**config.mk**
```make
export PLATFORM = sky130hd
export DESIGN_NAME = icache_dnreq_arb
export DESIGN_NICKNAME = d
export VERILOG_FILES = /design/src/rtl/icache_dnreq_arb.sv
export SDC_FILE = /design/constraint.sdc
export NUM_CORES = 1
export LEC_CHECK = 0
export ABC_AREA = 0
export BUFFER_PORTS_ARGS = -buffer_cell sky130_fd_sc_hd__buf_2
export CAP_MARGIN = 30
export CORE_ASPECT_RATIO = 1.1
export CORE_MARGIN = 2
export CORE_UTILIZATION = 46
export DETAILED_ROUTE_END_ITERATION = 6
export PLACE_DENSITY_LB_ADDON = 0.12
export SYNTH_ARGS = -nofsm -noshare
export SYNTH_HDL_FRONTEND = slang
export SYNTH_SLANG_ARGS = --single-unit
```
**constraint.sdc**
```tcl
create_clock -name clk -period 3.3 [get_ports clk]
set_input_delay 0.66 -clock clk [delete_from_list [all_inputs] [get_ports clk]]
set_output_delay 0.66 -clock clk [all_outputs]
set_load 0.01 [all_outputs]
```
**src/rtl/icache_dnreq_arb.sv**
```systemverilog
// icache downstream request arbiter.
// Shares the single downstream txreq slot between MSHR demand misses and
// prefetcher requests. Demand misses normally win, but a prefetch that keeps
// losing for PF_STARVE cycles is forced through. The number of accepted fills
// that have not yet completed is capped at MAX_OUTST.
//
// state | meaning
// IDLE  | output slot empty, downstream_txreq_vld=0
// SEND  | slot holds a request, downstream_txreq_vld=1
module icache_dnreq_arb #(
  parameter int ADDR_W    = 40,
  parameter int ID_W      = 4,
  parameter int MAX_OUTST = 8,
  parameter int PF_STARVE = 4
) (
  input  logic              clk,
  input  logic              rst_n,
  input  logic              prefetch_enable,
  input  logic              miss_req_vld,
  output logic              miss_req_rdy,
  input  logic [ADDR_W-1:0] miss_req_addr,
  input  logic [ID_W-1:0]   miss_req_entry_id,
  input  logic              pf_req_vld,
  output logic              pf_req_rdy,
  input  logic [ADDR_W-1:0] pf_req_addr,
  input  logic [ID_W-1:0]   pf_req_entry_id,
  output logic              downstream_txreq_vld,
  input  logic              downstream_txreq_rdy,
  output logic [ADDR_W:0]   downstream_txreq_pld,
  output logic [ID_W-1:0]   downstream_txreq_entry_id,
  input  logic              fill_cmpl_vld,
  output logic [7:0]        outst_cnt,
  output logic              credit_err
);

  localparam int SW = $clog2(PF_STARVE + 1);
  localparam logic [SW-1:0] STARVE_MAX = SW'(PF_STARVE);
  localparam logic [7:0]    OUTST_MAX  = 8'(MAX_OUTST);

  typedef enum logic {
    IDLE = 1'b0,
    SEND = 1'b1
  } state_e;

  state_e            state_q;
  logic [ADDR_W:0]   pld_q;
  logic [ID_W-1:0]   id_q;
  logic [7:0]        outst_q, outst_d;
  logic              err_q, err_d;
  logic [SW-1:0]     starve_q, starve_d;

  logic slot_free, can_acc, pf_ok, force_pf, miss_gnt, pf_gnt;
  logic miss_acc, pf_acc, acc, tx_hs;

  // Grant and accept decode: one winner per cycle, only when the slot and a credit are free.
  always_comb begin
    tx_hs     = (state_q == SEND) & downstream_txreq_rdy;
    slot_free = (state_q == IDLE) | tx_hs;
    // A same-cycle completion is deliberately not counted here; the credit frees next cycle.
    can_acc   = slot_free & (outst_q < OUTST_MAX);
    pf_ok     = pf_req_vld & prefetch_enable;
    force_pf  = pf_ok & (starve_q >= STARVE_MAX);
    miss_gnt  = ~force_pf & miss_req_vld;
    pf_gnt    = force_pf | (~miss_req_vld & pf_ok);
    miss_acc  = can_acc & miss_gnt;
    pf_acc    = can_acc & pf_gnt;
    acc       = miss_acc | pf_acc;
  end

  assign miss_req_rdy              = miss_acc;
  assign pf_req_rdy                = pf_acc;
  assign downstream_txreq_vld      = (state_q == SEND);
  assign downstream_txreq_pld      = pld_q;
  assign downstream_txreq_entry_id = id_q;
  assign outst_cnt                 = outst_q;
  assign credit_err                = err_q;

  // Next-state for the credit counter, sticky error flag and starvation counter.
  always_comb begin
    outst_d  = outst_q;
    err_d    = err_q;
    starve_d = starve_q;
    if (fill_cmpl_vld && (outst_q == 8'd0)) begin
      err_d = 1'b1;
    end
    if (acc && !fill_cmpl_vld) begin
      outst_d = outst_q + 8'd1;
    end else if (!acc && fill_cmpl_vld && (outst_q != 8'd0)) begin
      outst_d = outst_q - 8'd1;
    end
    if (!pf_ok || pf_acc) begin
      starve_d = '0;
    end else if (starve_q < STARVE_MAX) begin
      starve_d = starve_q + 1'b1;
    end
  end

  // Output slot FSM; slot contents only change on an accept, so they hold while stalled.
  always_ff @(posedge clk or negedge rst_n) begin
    if (!rst_n) begin
      state_q <= IDLE;
      pld_q   <= '0;
      id_q    <= '0;
    end else begin
      case (state_q)
        IDLE: begin
          if (acc) state_q <= SEND;
        end
        SEND: begin
          if (tx_hs && !acc) state_q <= IDLE;
        end
        default: state_q <= IDLE;
      endcase
      if (miss_acc) begin
        pld_q <= {1'b0, miss_req_addr};
        id_q  <= miss_req_entry_id;
      end else if (pf_acc) begin
        pld_q <= {1'b1, pf_req_addr};
        id_q  <= pf_req_entry_id;
      end
    end
  end

  // Counter registers.
  always_ff @(posedge clk or negedge rst_n) begin
    if (!rst_n) begin
      outst_q  <= '0;
      err_q    <= 1'b0;
      starve_q <= '0;
    end else begin
      outst_q  <= outst_d;
      err_q    <= err_d;
      starve_q <= starve_d;
    end
  end

endmodule

```
# Word level (Yosys, flattened, before mapping)

Cells that the tools add are included.

Register bits after elaboration: 58

Bitwise operators: 14
$lt $le $gt $ge: 3
Reduce and logical (&&, ||, !) cells: 14
Mux-type cells: 11
$add $sub $neg: 3

Operators by type and width:

| operator                                           | count |
|---|---|
| two-way mux 41 bit                                 | 2 |
| two-way mux 8 bit                                  | 2 |
| adder 8 x 1 -> 8 bit, second input constant        | 1 |
| bitwise AND 1 bit                                  | 8 |
| zero test 8 bit                                    | 1 |
| < comparator 8 x 4 -> 1 bit, second input constant | 1 |
| two-way mux 4 bit                                  | 2 |
| nonzero test 8 bit                                 | 1 |
| subtractor 8 x 1 -> 8 bit, second input constant   | 1 |
| two-way mux 3 bit                                  | 2 |
| nonzero test 2 bit                                 | 3 |
| logical AND 1 bit                                  | 5 |
| adder 3 x 1 -> 3 bit, second input constant        | 1 |
| >= comparator 3 bit, second input constant         | 1 |
| zero test 1 bit                                    | 3 |
| < comparator 3 bit, second input constant          | 1 |
| inverter 1 bit                                     | 3 |
| bitwise OR 1 bit                                   | 3 |
| two-way mux 1 bit                                  | 2 |
| case mux 1 bit (2 select lines)                    | 1 |
| logical OR 1 bit                                   | 1 |

# Logic depth before layout (Yosys ltp)

Gate-level depths: netlist (run 1).

Depth after elaboration: 11
Gate-level depth with buffers: 10
Gate-level depth less buffers: 10

# Worst setup path after synthesis (run 1)

Ideal clock, no wire load.

Path type: flip-flop to flip-flop
Start point: reg outst_q[7], in the netlist outst_cnt[7]
End point: reg outst_q[6], in the netlist outst_cnt[6]
Path slack: 0.229 ns
Cell stages (with the launch flop): 11
Arrival time: 2.943 ns
Path through: dfrtp_1 or4_4 nor4_4 and2_1 inv_1 fa_1 a21oi_1 o211ai_1 a21oi_1 xnor2_1 mux2_1

Cells in the longest elaborated chain, start to end: 8
Elaborated cells on any way between the ends: 12
Classes of those cells: order compare: 1; mux: 1; bitwise: 4; reduce/logical: 6

RTL lines:

| element                                     | RTL line | source |
|---|---|---|
| start, declared                             | 48       | `logic [7:0] outst_q, outst_d;` |
| start signal, assigned                      | 131      | `outst_q <= outst_d;` |
| < comparator 8 x 4 -> 1 bit                 | 60       | `can_acc = slot_free & (outst_q < OUTST_MAX);` |
| bitwise AND 1 bit                           | 60       |  |
| bitwise AND 1 bit, on equally long branches | 65, 66   |  |
| bitwise OR 1 bit                            | 67       | `acc = miss_acc \| pf_acc;` |
| zero test 1 bit                             | 88       | `end else if (!acc && fill_cmpl_vld && (outst_q != 8'd0)) begin` |
| logical AND 1 bit (2 in a row)              | 88       |  |
| nonzero test 2 bit (no line)                | n/a      |  |

Several ways; a longest one is shown, not always the timed one.
A chain may end at the register's enable or synchronous reset.

# Worst setup path in the final report (run 1)

Start point: reg outst_q[7], in the netlist outst_cnt[7]
End point: out miss_req_rdy

Cells in the longest elaborated chain, start to end: 3

RTL lines:

| element                     | RTL line | source |
|---|---|---|
| < comparator 8 x 4 -> 1 bit | 60       |  |
| bitwise AND 1 bit           | 60       |  |
| bitwise AND 1 bit           | 65       | `miss_acc = can_acc & miss_gnt;` |
| end, declared               | 20       | `output logic miss_req_rdy,` |

Every way passes these cells.

==> results.sh, run 1 <==
export IMPL_outcome="finished, final reports clean"
export IMPL_cts_buffers=9
export IMPL_path_class="reg2out"
export IMPL_die_w_um=82.4
export IMPL_clockBufferDepth=2
export IMPL_finalWeightedCongestion=0.797
export IMPL_ios=152
export IMPL_wl_per_cell_um=12.8
export IMPL_peakVddDrop_mv=0.413
export IMPL_slew_violations=0
export IMPL_dp_hpwl_um=5030
export IMPL_gr_usage_met1_pct=22.5
export IMPL_netlist_area_um2=3110
export IMPL_post_place_ws_ps=235
export IMPL_cts_tree="yes"
export IMPL_die_area_um2=7430
export IMPL_htree_levels=3
export IMPL_worst_slew_pin_slew_ps=774
export IMPL_fin_util_pct=62.6
export IMPL_ant_nets=0
export IMPL_rsz0062_at_grt="false"
export IMPL_skew_ps=9.01
export IMPL_fin_ws_ps=257
export IMPL_insertedDiodeCount=0
export IMPL_die_h_um=90.2
export IMPL_ys_seq_area_share_pct=46.7
export IMPL_synth_most_common_cell="dfrtp_1"
export IMPL_clk_pin_slew_ps=60
export IMPL_cts_sinks=58
export IMPL_synth_area_top_cells="dfrtp_1 47%, mux2i_1 14%, a21oi_2 11%"
export IMPL_synth_seq_cells=58
export IMPL_initial_core_util_pct=47.4
export IMPL_tns_ps=0
export IMPL_totalWireLength_um=6640
export IMPL_vias=2485
export IMPL_r2r_setup_slack_ps=270
export IMPL_period_needed_ps=3040
export IMPL_hold_path_class="in2async"
export IMPL_grt_ovfl_total=0
export IMPL_nets=533
export IMPL_max_freq_ghz=0.329
export IMPL_clk_latency_ps=330
export IMPL_min_period_over_period_pct=92.2
export IMPL_fp_row_count=31
export IMPL_drv_cap=0
export IMPL_avgViaCountPerCell=4.81
export IMPL_crit_path_end_kind="output port"
export IMPL_track_usage_pct=18.3
export IMPL_postCtsSetupBuffers=0
export IMPL_cp_max_fo=7
export IMPL_met2_usage_pct=28.6
export IMPL_powerDensity_nw_per_um2=848
export IMPL_area_growth_syn_to_layout_pct=32.1
export IMPL_avgSynthCellArea_um2=11.1
export IMPL_async_flop_share_pct=100
export IMPL_yosysTopAreaCell="dfrtp_1"
export IMPL_met3_usage_pct=6.43
export IMPL_dr_pass1_iters=4
export IMPL_power_mw=3.48
export IMPL_synth_edf_count=0
export IMPL_cp_arrival_ps=2380
export IMPL_antenna_found_initial=0
export IMPL_grt_pass1_vias=2256
export IMPL_drt_initial_drc_count=56
export IMPL_fillCellCount=568
export IMPL_grt_pass1_wl_um=10400
export IMPL_grt_max_degree=90
export IMPL_cp_required_ps=2640
export IMPL_ys_flop_type="dfrtp_1"
export IMPL_portBuffers=151
export IMPL_relSlewSlack_pct=48.4
export IMPL_final_layout_size_suffix_gt1_share_pct=49.4
export IMPL_yosys_warnings=0
export IMPL_yosysTopAreaCellShare_pct=46.7
export IMPL_synthDistinctLibCells=36
export IMPL_leakagePower_nw=1.88
export IMPL_synth_cells=279
export IMPL_setup_viol=0
export IMPL_drc=0
export IMPL_start_kind="register"
export IMPL_hold_ws_ps=404
export IMPL_hold_violations=0
export IMPL_core_area_um2=6560
export IMPL_synth_fp_nets=382
export IMPL_synth_commonest_cells="58 x dfrtp_1, 51 x nor2_1, 45 x mux2i_1"
export IMPL_busiest_layer="met2"
export IMPL_root_buffer="clkbuf_8"
cell usage in the layout (no fill, tap or decap), types with 2 or more instances in the layout:
cell type | Yosys | routed
dfrtp_1 | 58 | 58
o21ai_0 | 2 | 2
nand3_1 | 2 | 2
nor2_1 | 51 | 51
nand2_1 | 4 | 4
ha_1 | 7 | 7
buf_2 | 2 | 151
xnor2_1 | 4 | 4
mux2i_1 | 45 | 45
or3_1 | 2 | 2
a21oi_1 | 15 | 14
a21oi_2 | 38 | 39
clkbuf_8 | 0 | 11
buf_4 | 0 | 3
inv_1 | 5 | 5
nor3_1 | 4 | 4
clkbuf_1 | 8 | 3
mux2_1 | 5 | 5
xor2_1 | 3 | 3
o31ai_1 | 2 | 2
flip-flops by register name, summed over array words and instances, names as in the netlist:
name                       flops
downstream_txreq_entry_id      4
credit_err                     1
outst_cnt                      8
downstream_txreq_vld           1
downstream_txreq_pld          41
starve_q                       3
cell type report:
type	count	area, um2	area share, %
Multi-Input combinational cell	200	1510	36.7
Sequential cell	58	1450	35.4
Timing Repair Buffer	156	826	20.1
Clock buffer	14	163	3.96
Tap cell	82	103	2.50
Clock inverter	2	35.0	0.854
Inverter	5	18.8	0.457
per-layer routing:
| layer | vias to the layer above | wire length [um] |
|---|---|---|
| met3 | 8 | 592 |
| li1 | 1271 | - |
| met1 | 1101 | 2800 |
| met2 | 105 | 3150 |
| met5 | - | 0 |
| met4 | 0 | 99 |
cells by family after synthesis:
family	count (synthesis)	synth area share, %
AND/OR/NAND/NOR	71	10.4
XOR/XNOR	7	1.97
adder cells (fa/ha/maj)	8	3.46
AO/OA/AOI/OAI	64	16.0
buffers and inverters	21	5.20
multiplexers	50	16.3
flip-flops	58	46.7
path summary, 6_finish.rpt:
| path | from | endpoint | cells after the start |
|---|---|---|---|
| worst max register to register | outst_cnt[7] | outst_cnt[6] | 10 |
| min in group clk | credit_err | credit_err | 1 |
| worst max-delay path | outst_cnt[7] | miss_req_rdy | 4 |
| max in group asynchronous | rst_n | downstream_txreq_pld[17] | 2 |
| worst min register to register | credit_err | credit_err | 1 |
| worst min-delay path | rst_n | outst_cnt[0] | 1 |
where the power goes:
part	internal, mW	switching, mW
combinational	0.724	0.825
sequential	1.06	0.222
clock	0.390	0.260
total	2.17	1.31
critical path, cell delays in order (launching register included):
cell and delay (ps):
dfrtp_1 420, or4_4 580, or3_1 520, a211oi_4 340, buf_2 200
what timing repair did:
action / CTS / global route
endpoints found under the setup margin: 0 / 3
resized for setup: 0 / 2
hold buffers: 0 / 0
through the flow:
step	area, um2	std cells
after floorplan	3110	279
after global placement	3870	500
after CTS	4070	516
after global routing	4100	517
after detailed placement	3870	500
final	4100	517
(Power assumes the default switching activity.)
==> inputs of run 2 (changes only) <==
--- a/config.mk
+++ b/config.mk
@@ -11,8 +11,11 @@
 export CORE_ASPECT_RATIO = 1.1
 export CORE_MARGIN = 2
 export CORE_UTILIZATION = 46
+export CTS_CLUSTER_SIZE = 8
 export DETAILED_ROUTE_END_ITERATION = 6
+export MAX_ROUTING_LAYER = met4
 export PLACE_DENSITY_LB_ADDON = 0.12
+export SETUP_SLACK_MARGIN = 0.02
 export SYNTH_ARGS = -nofsm -noshare
 export SYNTH_HDL_FRONTEND = slang
 export SYNTH_SLANG_ARGS = --single-unit
==> run 2 against run 1 <==
Against the previous run: die area is the same; core utilization unchanged; sequential power is essentially flat; first-iteration DRC count fell by 25%; largest power group unchanged; highest routed layer unchanged.
==> results.sh, run 2 (synthesis results as in run 1) <==
export IMPL_core_area_um2=6560
export IMPL_seqPwrFrac_pct=36.8
export IMPL_clk_pin_slew_ps=70
export IMPL_crit_path_end_kind="output port"
export IMPL_hold_buffers=0
export IMPL_power_internal_mw=2.17
export IMPL_power_mw=3.48
export IMPL_grt_max_degree=90
export IMPL_die_h_um=90.2
export IMPL_peakVddDrop_mv=0.413
export IMPL_start_kind="register"
export IMPL_insertedDiodeCount=0
export IMPL_max_freq_ghz=0.328
export IMPL_r2r_setup_slack_ps=270
export IMPL_min_period_over_period_pct=92.3
export IMPL_multiInputGateArea_um2=1510
export IMPL_relSlewSlack_pct=48.6
export IMPL_drv_cap=0
export IMPL_root_buffer="clkbuf_8"
export IMPL_period_needed_ps=3050
export IMPL_leakagePower_nw=1.88
export IMPL_dp_hpwl_um=5030
export IMPL_setup_viol=0
export IMPL_rsz0062_at_grt="false"
export IMPL_cp_required_ps=2640
export IMPL_ios=152
export IMPL_combPwrFrac_pct=44.5
export IMPL_grt_pass1_vias=2256
export IMPL_p_clk_share_pct=18.6
export IMPL_fillCellCount=568
export IMPL_avgViaCountPerCell=4.83
export IMPL_grt_pass1_wl_um=10400
export IMPL_nets=533
export IMPL_clk_latency_ps=330
export IMPL_die_w_um=82.4
export IMPL_tns_ps=0
export IMPL_mostFrequentLayoutCell="buf_2"
export IMPL_switching_share_pct=37.5
export IMPL_skew_ps=9.49
export IMPL_area_growth_syn_to_layout_pct=32.1
export IMPL_cp_max_fo=7
export IMPL_outcome="finished, final reports clean"
export IMPL_worst_slew_pin_slew_ps=772
export IMPL_totalWireLength_um=6630
export IMPL_htree_levels=3
export IMPL_ant_nets=0
export IMPL_path_class="reg2out"
export IMPL_dr_pass1_iters=4
export IMPL_cp_arrival_ps=2390
export IMPL_initial_core_util_pct=47.4
export IMPL_finalWeightedCongestion=0.808
export IMPL_clockBufferDepth=2
export IMPL_largest_reg_flops=41
export IMPL_cts_buffers=9
export IMPL_vias=2498
export IMPL_grt_ovfl_total=0
export IMPL_final_layout_size_suffix_gt1_share_pct=49.4
export IMPL_cts_tree="yes"
export IMPL_antenna_found_initial=0
export IMPL_powerDensity_nw_per_um2=848
export IMPL_hold_violations=0
export IMPL_fp_row_count=31
export IMPL_wl_per_cell_um=12.8
export IMPL_most_common_layout_cells="151 x buf_2, 58 x dfrtp_1, 51 x nor2_1"
export IMPL_regArea_um2=1450
export IMPL_portBuffers=151
export IMPL_die_area_um2=7430
export IMPL_drc=0
export IMPL_power_switching_mw=1.31
export IMPL_drt_initial_drc_count=42
export IMPL_slew_violations=0
export IMPL_cts_sinks=58
export IMPL_hold_path_class="in2async"
export IMPL_track_usage_pct=18.7
==> run 2: cell counts in the layout (fill, tap and decap cells not counted) <==
No cell type changed its count.
==> run 2: what timing repair did <==
item,in CTS,in global routing
hold endpoints to repair,0,0
setup buffers,0,0
resized for setup,0,2
endpoints found under the setup margin,0,3
==> run 2: per-stage QoR <==
stage	setup WS, ps	std cells	utilization, %	hold slack (ps)	area (um2)
after CTS	214	516	62.1	419	4070
after global routing	69.1	517	62.6	457	4100
after detailed placement	235	500	59.1	470	3870
after global placement	300	500	59.1	455	3870
after floorplan	229	279	-	364	3110
final	255	517	62.6	401	4100
==> run 2: layout make-up <==
class,instances,area share (%)
clock buffers,14,3.96
clock inverters,2,0.854
inverters,5,0.457
multi-input cells,200,36.7
flip-flops and latches,58,35.4
well taps,82,2.50
repair buffers,156,20.1
==> run 2: final timing paths <==
check | start | end | depth (start not counted)
worst max-delay path | outst_cnt[7] | miss_req_rdy | 4
worst min-delay path | rst_n | outst_cnt[0] | 1
max in group asynchronous | rst_n | downstream_txreq_pld[19] | 2
worst max register to register | outst_cnt[7] | outst_cnt[6] | 10
min in group clk | credit_err | credit_err | 1
worst min register to register | credit_err | credit_err | 1
==> run 2: critical path, stage by stage, from the launching register on <==
cell	delay (ps)
dfrtp_1	420
or4_4	580
or3_1	520
a211oi_4	340
buf_2	200
==> run 2: metal layers <==
layer | GRT usage (%) | vias up | wire length [um]
met2 | 28.6 | 105 | 3160
li1 | - | 1272 | -
met5 | - | - | 0
met1 | 22.5 | 1113 | 2790
met4 | 7.64 | 0 | 99
met3 | 6.02 | 8 | 575
==> run 2: power by group through the flow <==
stage	registers, mW	logic [mW]	clock network, mW
finish	1.28	1.55	0.649
floorplan	1.45	0.840	0
global placement	1.28	1.53	0
global route	1.34	1.74	0.709
CTS	1.29	1.56	0.675
detailed placement	1.30	1.55	0
